[config.mk]
export PLATFORM = sky130hd
export DESIGN_NAME = ahb_lite_master_interface_flat
export DESIGN_NICKNAME = d
export VERILOG_FILES = /design/src/rtl/ahb_lite_master_interface_if.sv /design/src/rtl/ahb_lite_master_interface.sv /design/src/flat_wrapper.sv
export SDC_FILE = /design/constraint.sdc
export NUM_CORES = 1
export LEC_CHECK = 0
export CAP_MARGIN = 10
export CORE_MARGIN = 4
export CORE_UTILIZATION = 40
export CTS_BUF_LIST = sky130_fd_sc_hd__clkbuf_16
export DETAILED_ROUTE_END_ITERATION = 12
export PLACE_DENSITY = 0.84
export SETUP_SLACK_MARGIN = 0.3
export SLEW_MARGIN = 20
export SYNTH_ARGS = -nofsm -noshare
export SYNTH_HDL_FRONTEND = slang
export SYNTH_SLANG_ARGS = --single-unit
[constraint.sdc]
create_clock -name HCLK -period 3.9 [get_ports HCLK]
set_clock_uncertainty 0.1 [all_clocks]
set_input_delay 1.17 -clock HCLK [delete_from_list [all_inputs] [get_ports HCLK]]
set_output_delay 1.17 -clock HCLK [all_outputs]
set_load 0.05 [all_outputs]
[src/rtl/ahb_lite_master_interface_if.sv]
// Bundle of local request/response and AHB-Lite signals for the single-transfer master.
// The master modport is the bus initiator; the slave modport is the user/system side
// (local requester plus the AHB slave that answers it).
interface ahb_lite_master_interface_if #(
  parameter int ADDR_WIDTH = 32,
  parameter int DATA_WIDTH = 32
) ();
  logic                  req_valid;
  logic                  req_ready;
  logic                  req_write;
  logic [ADDR_WIDTH-1:0] req_addr;
  logic [2:0]            req_size;
  logic [DATA_WIDTH-1:0] req_wdata;
  logic                  resp_valid;
  logic                  resp_err;
  logic [DATA_WIDTH-1:0] resp_rdata;

  logic [ADDR_WIDTH-1:0] HADDR;
  logic                  HWRITE;
  logic [2:0]            HSIZE;
  logic [2:0]            HBURST;
  logic [3:0]            HPROT;
  logic [1:0]            HTRANS;
  logic [DATA_WIDTH-1:0] HWDATA;
  logic                  HREADY;
  logic                  HRESP;
  logic [DATA_WIDTH-1:0] HRDATA;

  modport master (
    input  req_valid, req_write, req_addr, req_size, req_wdata,
    output req_ready, resp_valid, resp_err, resp_rdata,
    output HADDR, HWRITE, HSIZE, HBURST, HPROT, HTRANS, HWDATA,
    input  HREADY, HRESP, HRDATA
  );

  modport slave (
    output req_valid, req_write, req_addr, req_size, req_wdata,
    input  req_ready, resp_valid, resp_err, resp_rdata,
    input  HADDR, HWRITE, HSIZE, HBURST, HPROT, HTRANS, HWDATA,
    output HREADY, HRESP, HRDATA
  );
endinterface

[src/rtl/ahb_lite_master_interface.sv]
// Single-transfer AHB-Lite master. One NONSEQ/SINGLE transfer per local request,
// wait-state and two-cycle ERROR handling, local rejection of misaligned/oversized
// requests. Every output comes straight from a flop.
//
//  state  | meaning
//  -------+---------------------------------------------------------------
//  IDLE   | no transfer outstanding, req_ready=1
//  ADDR   | NONSEQ address phase on the bus, waiting for HREADY
//  DATA   | data phase, waiting for HREADY (ERROR first cycle is just a wait)
//  LERR   | request rejected locally, error response pulsed, no bus activity
module ahb_lite_master_interface #(
  parameter int         ADDR_WIDTH = 32,
  parameter int         DATA_WIDTH = 32,
  parameter logic [3:0] HPROT_VAL  = 4'b0011
) (
  input logic HCLK,
  input logic HRESETn,
  ahb_lite_master_interface_if.master bus
);

  localparam int         MAX_SIZE      = $clog2(DATA_WIDTH / 8);
  localparam logic [1:0] HTRANS_IDLE   = 2'b00;
  localparam logic [1:0] HTRANS_NONSEQ = 2'b10;
  localparam logic [2:0] HBURST_SINGLE = 3'b000;

  typedef enum logic [1:0] {
    S_IDLE = 2'd0,
    S_ADDR = 2'd1,
    S_DATA = 2'd2,
    S_LERR = 2'd3
  } state_t;

  state_t                state_q, state_d;
  logic [ADDR_WIDTH-1:0] haddr_q, haddr_d;
  logic                  hwrite_q, hwrite_d;
  logic [2:0]            hsize_q, hsize_d;
  logic [1:0]            htrans_q, htrans_d;
  logic [DATA_WIDTH-1:0] hwdata_q, hwdata_d;
  logic [DATA_WIDTH-1:0] wdata_q, wdata_d;
  logic                  req_ready_q, req_ready_d;
  logic                  resp_valid_q, resp_valid_d;
  logic                  resp_err_q, resp_err_d;
  logic [DATA_WIDTH-1:0] resp_rdata_q, resp_rdata_d;

  logic [ADDR_WIDTH-1:0] align_mask;
  logic                  req_legal;

  // Request legality: size must fit the data bus and address must be size-aligned.
  always_comb begin
    align_mask = (ADDR_WIDTH'(1) << bus.req_size) - ADDR_WIDTH'(1);
    req_legal  = (bus.req_size <= 3'(MAX_SIZE)) && ((bus.req_addr & align_mask) == '0);
  end

  // State and output registers.
  always_ff @(posedge HCLK or negedge HRESETn) begin
    if (!HRESETn) begin
      state_q      <= S_IDLE;
      haddr_q      <= '0;
      hwrite_q     <= 1'b0;
      hsize_q      <= 3'b000;
      htrans_q     <= HTRANS_IDLE;
      hwdata_q     <= '0;
      wdata_q      <= '0;
      req_ready_q  <= 1'b1;
      resp_valid_q <= 1'b0;
      resp_err_q   <= 1'b0;
      resp_rdata_q <= '0;
    end else begin
      state_q      <= state_d;
      haddr_q      <= haddr_d;
      hwrite_q     <= hwrite_d;
      hsize_q      <= hsize_d;
      htrans_q     <= htrans_d;
      hwdata_q     <= hwdata_d;
      wdata_q      <= wdata_d;
      req_ready_q  <= req_ready_d;
      resp_valid_q <= resp_valid_d;
      resp_err_q   <= resp_err_d;
      resp_rdata_q <= resp_rdata_d;
    end
  end

  // Next-state and next-output decode; address-phase signals hold unless changed here.
  always_comb begin
    state_d      = state_q;
    haddr_d      = haddr_q;
    hwrite_d     = hwrite_q;
    hsize_d      = hsize_q;
    htrans_d     = htrans_q;
    hwdata_d     = hwdata_q;
    wdata_d      = wdata_q;
    req_ready_d  = req_ready_q;
    resp_valid_d = 1'b0;
    resp_err_d   = 1'b0;
    resp_rdata_d = '0;

    case (state_q)
      // LERR is the response cycle of a rejected request and accepts like IDLE,
      // so a rejection never costs the requester an extra cycle.
      S_IDLE, S_LERR: begin
        state_d     = S_IDLE;
        req_ready_d = 1'b1;
        if (bus.req_valid) begin
          if (req_legal) begin
            state_d     = S_ADDR;
            htrans_d    = HTRANS_NONSEQ;
            haddr_d     = bus.req_addr;
            hwrite_d    = bus.req_write;
            hsize_d     = bus.req_size;
            wdata_d     = bus.req_wdata;
            req_ready_d = 1'b0;
          end else begin
            state_d      = S_LERR;
            resp_valid_d = 1'b1;
            resp_err_d   = 1'b1;
          end
        end
      end

      S_ADDR: begin
        if (bus.HREADY) begin
          state_d  = S_DATA;
          htrans_d = HTRANS_IDLE;
          if (hwrite_q) begin
            hwdata_d = wdata_q;
          end
        end
      end

      S_DATA: begin
        if (bus.HREADY) begin
          state_d      = S_IDLE;
          req_ready_d  = 1'b1;
          resp_valid_d = 1'b1;
          resp_err_d   = bus.HRESP;
          if (!hwrite_q && !bus.HRESP) begin
            resp_rdata_d = bus.HRDATA;
          end
        end
      end

      default: begin
        state_d     = S_IDLE;
        htrans_d    = HTRANS_IDLE;
        req_ready_d = 1'b1;
      end
    endcase
  end

  assign bus.HADDR      = haddr_q;
  assign bus.HWRITE     = hwrite_q;
  assign bus.HSIZE      = hsize_q;
  assign bus.HBURST     = HBURST_SINGLE;
  assign bus.HPROT      = HPROT_VAL;
  assign bus.HTRANS     = htrans_q;
  assign bus.HWDATA     = hwdata_q;
  assign bus.req_ready  = req_ready_q;
  assign bus.resp_valid = resp_valid_q;
  assign bus.resp_err   = resp_err_q;
  assign bus.resp_rdata = resp_rdata_q;

endmodule

[src/flat_wrapper.sv]
// flat-port wrapper written by rule: the top's interface ports become plain ports
module ahb_lite_master_interface_flat 
#(
  parameter int         ADDR_WIDTH = 32,
  parameter int         DATA_WIDTH = 32,
  parameter logic [3:0] HPROT_VAL  = 4'b0011
)
  (HCLK, HRESETn, bus_req_valid, bus_req_write, bus_req_addr, bus_req_size, bus_req_wdata, bus_req_ready, bus_resp_valid, bus_resp_err, bus_resp_rdata, bus_HADDR, bus_HWRITE, bus_HSIZE, bus_HBURST, bus_HPROT, bus_HTRANS, bus_HWDATA, bus_HREADY, bus_HRESP, bus_HRDATA);
  ahb_lite_master_interface_if #(.ADDR_WIDTH(ADDR_WIDTH), .DATA_WIDTH(DATA_WIDTH)) bus_i ();
  input logic HCLK;
  input logic HRESETn;
  input wire logic [$bits(bus_i.req_valid)-1:0] bus_req_valid;
  input wire logic [$bits(bus_i.req_write)-1:0] bus_req_write;
  input wire logic [$bits(bus_i.req_addr)-1:0] bus_req_addr;
  input wire logic [$bits(bus_i.req_size)-1:0] bus_req_size;
  input wire logic [$bits(bus_i.req_wdata)-1:0] bus_req_wdata;
  output wire logic [$bits(bus_i.req_ready)-1:0] bus_req_ready;
  output wire logic [$bits(bus_i.resp_valid)-1:0] bus_resp_valid;
  output wire logic [$bits(bus_i.resp_err)-1:0] bus_resp_err;
  output wire logic [$bits(bus_i.resp_rdata)-1:0] bus_resp_rdata;
  output wire logic [$bits(bus_i.HADDR)-1:0] bus_HADDR;
  output wire logic [$bits(bus_i.HWRITE)-1:0] bus_HWRITE;
  output wire logic [$bits(bus_i.HSIZE)-1:0] bus_HSIZE;
  output wire logic [$bits(bus_i.HBURST)-1:0] bus_HBURST;
  output wire logic [$bits(bus_i.HPROT)-1:0] bus_HPROT;
  output wire logic [$bits(bus_i.HTRANS)-1:0] bus_HTRANS;
  output wire logic [$bits(bus_i.HWDATA)-1:0] bus_HWDATA;
  input wire logic [$bits(bus_i.HREADY)-1:0] bus_HREADY;
  input wire logic [$bits(bus_i.HRESP)-1:0] bus_HRESP;
  input wire logic [$bits(bus_i.HRDATA)-1:0] bus_HRDATA;
  assign bus_i.req_valid = bus_req_valid;
  assign bus_i.req_write = bus_req_write;
  assign bus_i.req_addr = bus_req_addr;
  assign bus_i.req_size = bus_req_size;
  assign bus_i.req_wdata = bus_req_wdata;
  assign bus_req_ready = bus_i.req_ready;
  assign bus_resp_valid = bus_i.resp_valid;
  assign bus_resp_err = bus_i.resp_err;
  assign bus_resp_rdata = bus_i.resp_rdata;
  assign bus_HADDR = bus_i.HADDR;
  assign bus_HWRITE = bus_i.HWRITE;
  assign bus_HSIZE = bus_i.HSIZE;
  assign bus_HBURST = bus_i.HBURST;
  assign bus_HPROT = bus_i.HPROT;
  assign bus_HTRANS = bus_i.HTRANS;
  assign bus_HWDATA = bus_i.HWDATA;
  assign bus_i.HREADY = bus_HREADY;
  assign bus_i.HRESP = bus_HRESP;
  assign bus_i.HRDATA = bus_HRDATA;
  ahb_lite_master_interface #(.ADDR_WIDTH(ADDR_WIDTH), .DATA_WIDTH(DATA_WIDTH), .HPROT_VAL(HPROT_VAL)) u_core (.HCLK(HCLK), .HRESETn(HRESETn), .bus(bus_i));
endmodule
# Word-level counts from Yosys, hierarchy flattened
# Cells that the tools add are included.
# classes
n_reduce_logical	14
magnitude_cmp	1
addsub	1
bitwise_logic	1
eq_ne	7
mux	20
shifts	1
# ops
op	n
$mux 32	3
$and 32x32->32	1
$logic_not 32->1	1
$shl 1x3->32 const A	1
$sub 32x2->32 const B	1
$mux 2	6
$mux 1	6
$ne 2x2->1 const B	3
$pmux 1 s2	3
$pmux 2 s3	1
$reduce_and 3->1	2
$eq 2x2->1 const B	2
$pmux 2 s2	1
$reduce_and 2->1	2
$reduce_and 4->1	1
$reduce_bool 2->1	2
$le 3x2->1 const B	1
$eq 2x1->1 const B	1
$logic_and 1x1->1	2
$logic_not 1->1	2
$logic_not 2->1	1
$ne 2x1->1 const B	1
$reduce_or 2->1	1
# totals
out_inout_bits	112
register_bits	139
input_bits	105
word_cells	56

# Longest topological paths before layout
# Gate-level depths: netlist of run 1.
# logic_depth
word_depth	8
depth_mapped	9
ltp_nobuf	7

# Worst setup path after synthesis of run 1
# OpenSTA, ideal clock, no wires.
# synth_timing
path_type	input to register
start	in bus_req_size[0]
end	reg u_core.haddr_q[0], in the netlist u_core.bus.HADDR[0]
arrival_time_ns	3.130
setup_slack_ns	0.545
setup_ns	0.125
cell_stages	9
path_buffers	2
required_ns	3.675
path_cell_list	or3b_2 -> ha_1 -> nand2b_1 -> o2111ai_1 -> a211o_4 -> nor2_8 -> buf_8 -> buf_12 -> mux2_4
# synth_between
elab_chain_len	6
elab_cells_between_ends	7
classes_between	add/sub: 1; order compare: 1; shift: 1; bitwise: 1; reduce/logical: 3
# synth_lines
item	line	source
from (decl)	flat_wrapper.sv:15	input wire logic [$bits(bus_i.req_size)-1:0] bus_req_size;
$shl 1x3->32	ahb_lite_master_interface.sv:50	align_mask = (ADDR_WIDTH'(1) << bus.req_size) - ADDR_WIDTH'(1);
$sub 32x2->32	ahb_lite_master_interface.sv:50	
$and 32x32->32	ahb_lite_master_interface.sv:51	req_legal = (bus.req_size <= 3'(MAX_SIZE)) && ((bus.req_addr & align_mask) == '0);
$logic_not 32->1	ahb_lite_master_interface.sv:51	
$logic_and 1x1->1 (*)	ahb_lite_master_interface.sv:51	
$reduce_and 3->1 (no line) (*)	--	
to (signal assigned)	ahb_lite_master_interface.sv:70	haddr_q <= haddr_d;
to (decl)	ahb_lite_master_interface.sv:34	logic [ADDR_WIDTH-1:0] haddr_q, haddr_d;
# Mark *: on every way between the ends. The rest lies on a longest branch, timed or not.
# A chain may end at the register's enable or synchronous reset.

# Worst setup path in the final report of run 1
# layout_timing
start	in bus_req_size[1]
end	reg u_core.haddr_q[13], in the netlist u_core.bus.HADDR[13]
# The elaborated chain is that of the path after synthesis.

==> run_results.csv, run 1 <==
group,metric,value,unit
worst_setup_path,path_cells,"clkdlybuf4s50_1, or3b_2, ha_1, nand2b_1, o2111ai_1, a211o_4, nor2_8, buf_4, mux2_4",
worst_setup_path,cp_num_cells,9,
synth,yosysWarnings,0,
clocking,cts_setup_buffers,0,
placed_design,dp_worst_setup_slack,-0.0352,ns
route,dr.pass1.iters,4,
clocking,htreeDepth,4,
clocking,cts.sinks,138,
global_route,grt_pass1_wl,19.9,mm
sta,hold_viol_final,0,
synth,seq_area_frac_synth,64.6,%
route,drc_errors,0,
sta,final.setup.tns,0,ns
route,antenna_left,0,
clocking,cts_resized,0,
synth,yosysTopAreaCellShare,64.1,%
hold_path,holdPathStages,1,
worst_setup_path,max_stage_delay,0.50,ns
worst_setup_path,worstPathMaxFanout,9,
hold_path,holdCritPathClass,"flip-flop to flip-flop",
synth,ys_ff_latch,138,
die,dieArea,15300,um2
placed_design,gp_congestion,0.813,
worst_setup_path,path_class,"primary input to flip-flop",
power_and_ir_drop,seqPwrFrac,34.9,%
worst_setup_path,cp-start-kind,"primary input",
clocking,numCtsBuffers,17,
power_and_ir_drop,power_density,732,nW/um2
die,design.core.area,12800,um2
die,io_pins,217,
worst_setup_path,cpMaxStageDelayCell,"clkdlybuf4s50_1",
sta,fin_crit_sh,90.3,%
clocking,root_buffer,"clkbuf_16",
status,status,"complete, no violations",
clocking,max-clock-path-buffers,2,
global_route,antenna_found_initial,0,
synth,ys_types,30,
sta,final-setup-viol-count,0,
power_and_ir_drop,power_frac_comb,41.6,%
die,die_y,124,um
worst_setup_path,arrival,3.71,ns
placed_design,post_dp_cell_area,7650,um2
clocking,insertion_delay,0.41,ns
global_route,track_usage,17.3,%
clocking,cts_tree,"built",
job,drv_cap,0,
worst_setup_path,critPathTopFamily,"buffers and inverters",
power_and_ir_drop,p_leak,3.77,nW
synth,syn_area_per_cell,15.6,um2
global_route,grt_pass1_vias,3978,
placed_design,io_buffer_count,208,
power_and_ir_drop,internal-power,0.00369,W
final_layout,n_fill_cell,936,
worst_setup_path,cp-end-kind,"flip-flop",
route,vias,3516,
power_and_ir_drop,swShare,38.4,%
final_layout,final_area,8170,um2
global_route,grt_max_degree,63,
synth,netlist_area,5350,um2
final_layout,nNetsFinal,676,
route,totalWireLength,12.7,mm
sta,setup_ws,0.378,ns
clocking,ctsHoldBuffers,0,
final_layout,n_antenna_cell,0,
power_and_ir_drop,p_sw,0.00230,W
placed_design,hpwlAfterDp,9.34,mm
sta,rsz0062_at_grt,"false",
final_layout,syn2layout_area_growth,52.8,%
die,chipWidth,124,um
sta,fmax,284,MHz
route,avgViaCountPerCell,4.69,
route,drt_iter0_drc,121,
synth,yosysTopAreaCell,"dfrtp_1",
final_layout,layout-drive-gt1-share,25.3,%
worst_setup_path,ff2ff_path_depth,6,
sta,period_minus_slack,3.52,ns
sta,maxSlewHeadroom,63.2,%
synth,syn_inst,343,
power_and_ir_drop,clockPowerShare,23.6,%
die,initial_core_util,41.7,%
sta,worst_pin_slew,0.551,ns
sta,final-max-slew-violation-count,0,
global_route,grt_overflow,0,
synth,synth_area_leaders,"dfrtp_1 (64%), mux2_2 (17%), mux2_4 (5.6%)",
die,rows,41,
worst_setup_path,crit_required,4.09,ns
clocking,clk_pin_slew,0.05,ns
power_and_ir_drop,ir_worst_vdd,0.000421,V
route,drt-wirelength-per-cell,16.9,um
worst_setup_path,cp_num_buf_inv,2,
==> flip-flops by register name, summed over array words and instances (netlist names) <==
name,count
u_core.bus.HADDR,32
u_core.bus.HSIZE,3
u_core.bus.HTRANS,1
u_core.bus.HWDATA,32
u_core.bus.HWRITE,1
u_core.bus.req_ready,1
u_core.bus.resp_err,1
u_core.bus.resp_rdata,32
u_core.bus.resp_valid,1
u_core.state_q,2
u_core.wdata_q,32
==> per-stage QoR <==
step / hold WS (ns) / cells / power, W / utilization (%)
2_1_floorplan: 0.377 / 349 / 0.00368 / -
3_3_place_gp: 0.384 / 720 / 0.00453 / 59.7
3_5_place_dp: 0.392 / 720 / 0.00461 / 59.7
4_1_cts: 0.406 / 750 / 0.00605 / 63.7
5_1_grt: 0.416 / 750 / 0.00625 / 63.7
6_report: 0.401 / 750 / 0.00598 / 63.7
==> Yosys cell counts <==
cell type,count
buf_8,1
a22oi_1,1
nor2_1,4
o22a_1,1
or2_2,1
o21ai_0,4
or3_1,2
nand2_1,5
nand3_1,6
or3b_2,1
ha_1,4
nor2_8,1
o2111ai_1,1
clkbuf_1,5
buf_12,2
nand2b_1,2
mux2_4,20
mux2_2,80
buf_1,2
dfstp_2,1
buf_4,12
and2_1,32
a211o_4,1
a21oi_1,6
conb_1,2
inv_1,6
dfrtp_1,137
o21bai_1,1
nor3_1,1
a22o_1,1
==> power groups by stage <==
stage | sequential, W | clock (W) | combinational (W)
5_1_grt | 0.00214 | 0.00151 | 0.00260
6_report | 0.00208 | 0.00141 | 0.00249
3_5_place_dp | 0.00211 | 0 | 0.00250
3_3_place_gp | 0.00208 | 0 | 0.00245
2_1_floorplan | 0.00313 | 0 | 0.000551
4_1_cts | 0.00209 | 0.00144 | 0.00251
==> final cells by class <==
cell class	count	area (um2)	share of cell area (%)
Sequential cell	138	3450	42.3
Tap cell	172	215	2.63
Inverter	6	22.5	0.276
Timing Repair Buffer	221	2230	27.3
Clock inverter	13	90.1	1.10
Clock buffer	17	425	5.21
Multi-Input combinational cell	183	1730	21.2
==> cell usage in the layout (no fill, tap or decap), types with 3 or more instances in the layout <==
cell type / instances
nand3_1: 5
ha_1: 4
o21ai_0: 4
buf_12: 4
conb_1: 8
dfrtp_1: 137
mux2_4: 20
a21oi_1: 6
mux2_2: 80
nand2_1: 5
clkbuf_16: 17
clkdlybuf4s50_1: 207
buf_4: 9
nor2_1: 4
clkinv_1: 3
and2_1: 32
inv_1: 8
clkinv_2: 5
==> kinds of logic after synthesis <==
| logic type | Yosys count | share of synthesized area (%) |
|---|---|---|
| AOI/OAI and AO/OA | 16 | 2.04 |
| adders and majority gates | 4 | 0.936 |
| DFF | 138 | 64.6 |
| and+or+nand+nor | 55 | 6.16 |
| buffers and inverters | 28 | 3.63 |
| other | 2 | 0.141 |
| muxes | 100 | 22.5 |
==> worst reg2reg max path: stages, from the launching register on <==
cell and delay (ns):
dfrtp_1 0.37, inv_1 0.06, ha_1 0.33, nand2_1 0.22
nor2_8 0.23, buf_4 0.25, mux2_4 0.32
==> routing by layer <==
metal / part of all wire (%) / GRT usage, % / wire (um)
met5: 0 / 0 / 0
met1: 35 / 17.5 / 4500
met4: 1.4 / 6.85 / 179
met3: 12 / 8.58 / 1520
met2: 51 / 30.2 / 6480
==> path summary, 6_finish.rpt <==
| check | from | end | slack [ns] |
|---|---|---|---|
| setup / recovery | bus_req_size[1] | u_core.bus.HADDR[13] | 0.38 |
| hold / removal | u_core.bus.HWDATA[4] | u_core.bus.HWDATA[4] | 0.40 |
| setup reg to reg | u_core.state_q[0] | u_core.bus.HADDR[13] | 1.91 |
| hold reg to reg | u_core.bus.HWDATA[4] | u_core.bus.HWDATA[4] | 0.40 |
| max in group asynchronous | HRESETn | u_core.bus.resp_rdata[13] | 2.37 |
| min in group asynchronous | HRESETn | u_core.wdata_q[13] | 0.59 |
Note: power is estimated with default switching activity, not from simulation.
==> inputs of run 2 (changes only) <==
CTS_CLUSTER_SIZE = 12   (was not set)
==> results of run 2 <==
Same layout as run 1: the final DEF is identical, and so are final timing and power.
==> inputs of run 3 (changes only) <==
HOLD_SLACK_MARGIN = 0.06   (was not set)
==> results of run 3 <==
Same layout as run 1: the final DEF is identical, and so are final timing and power.
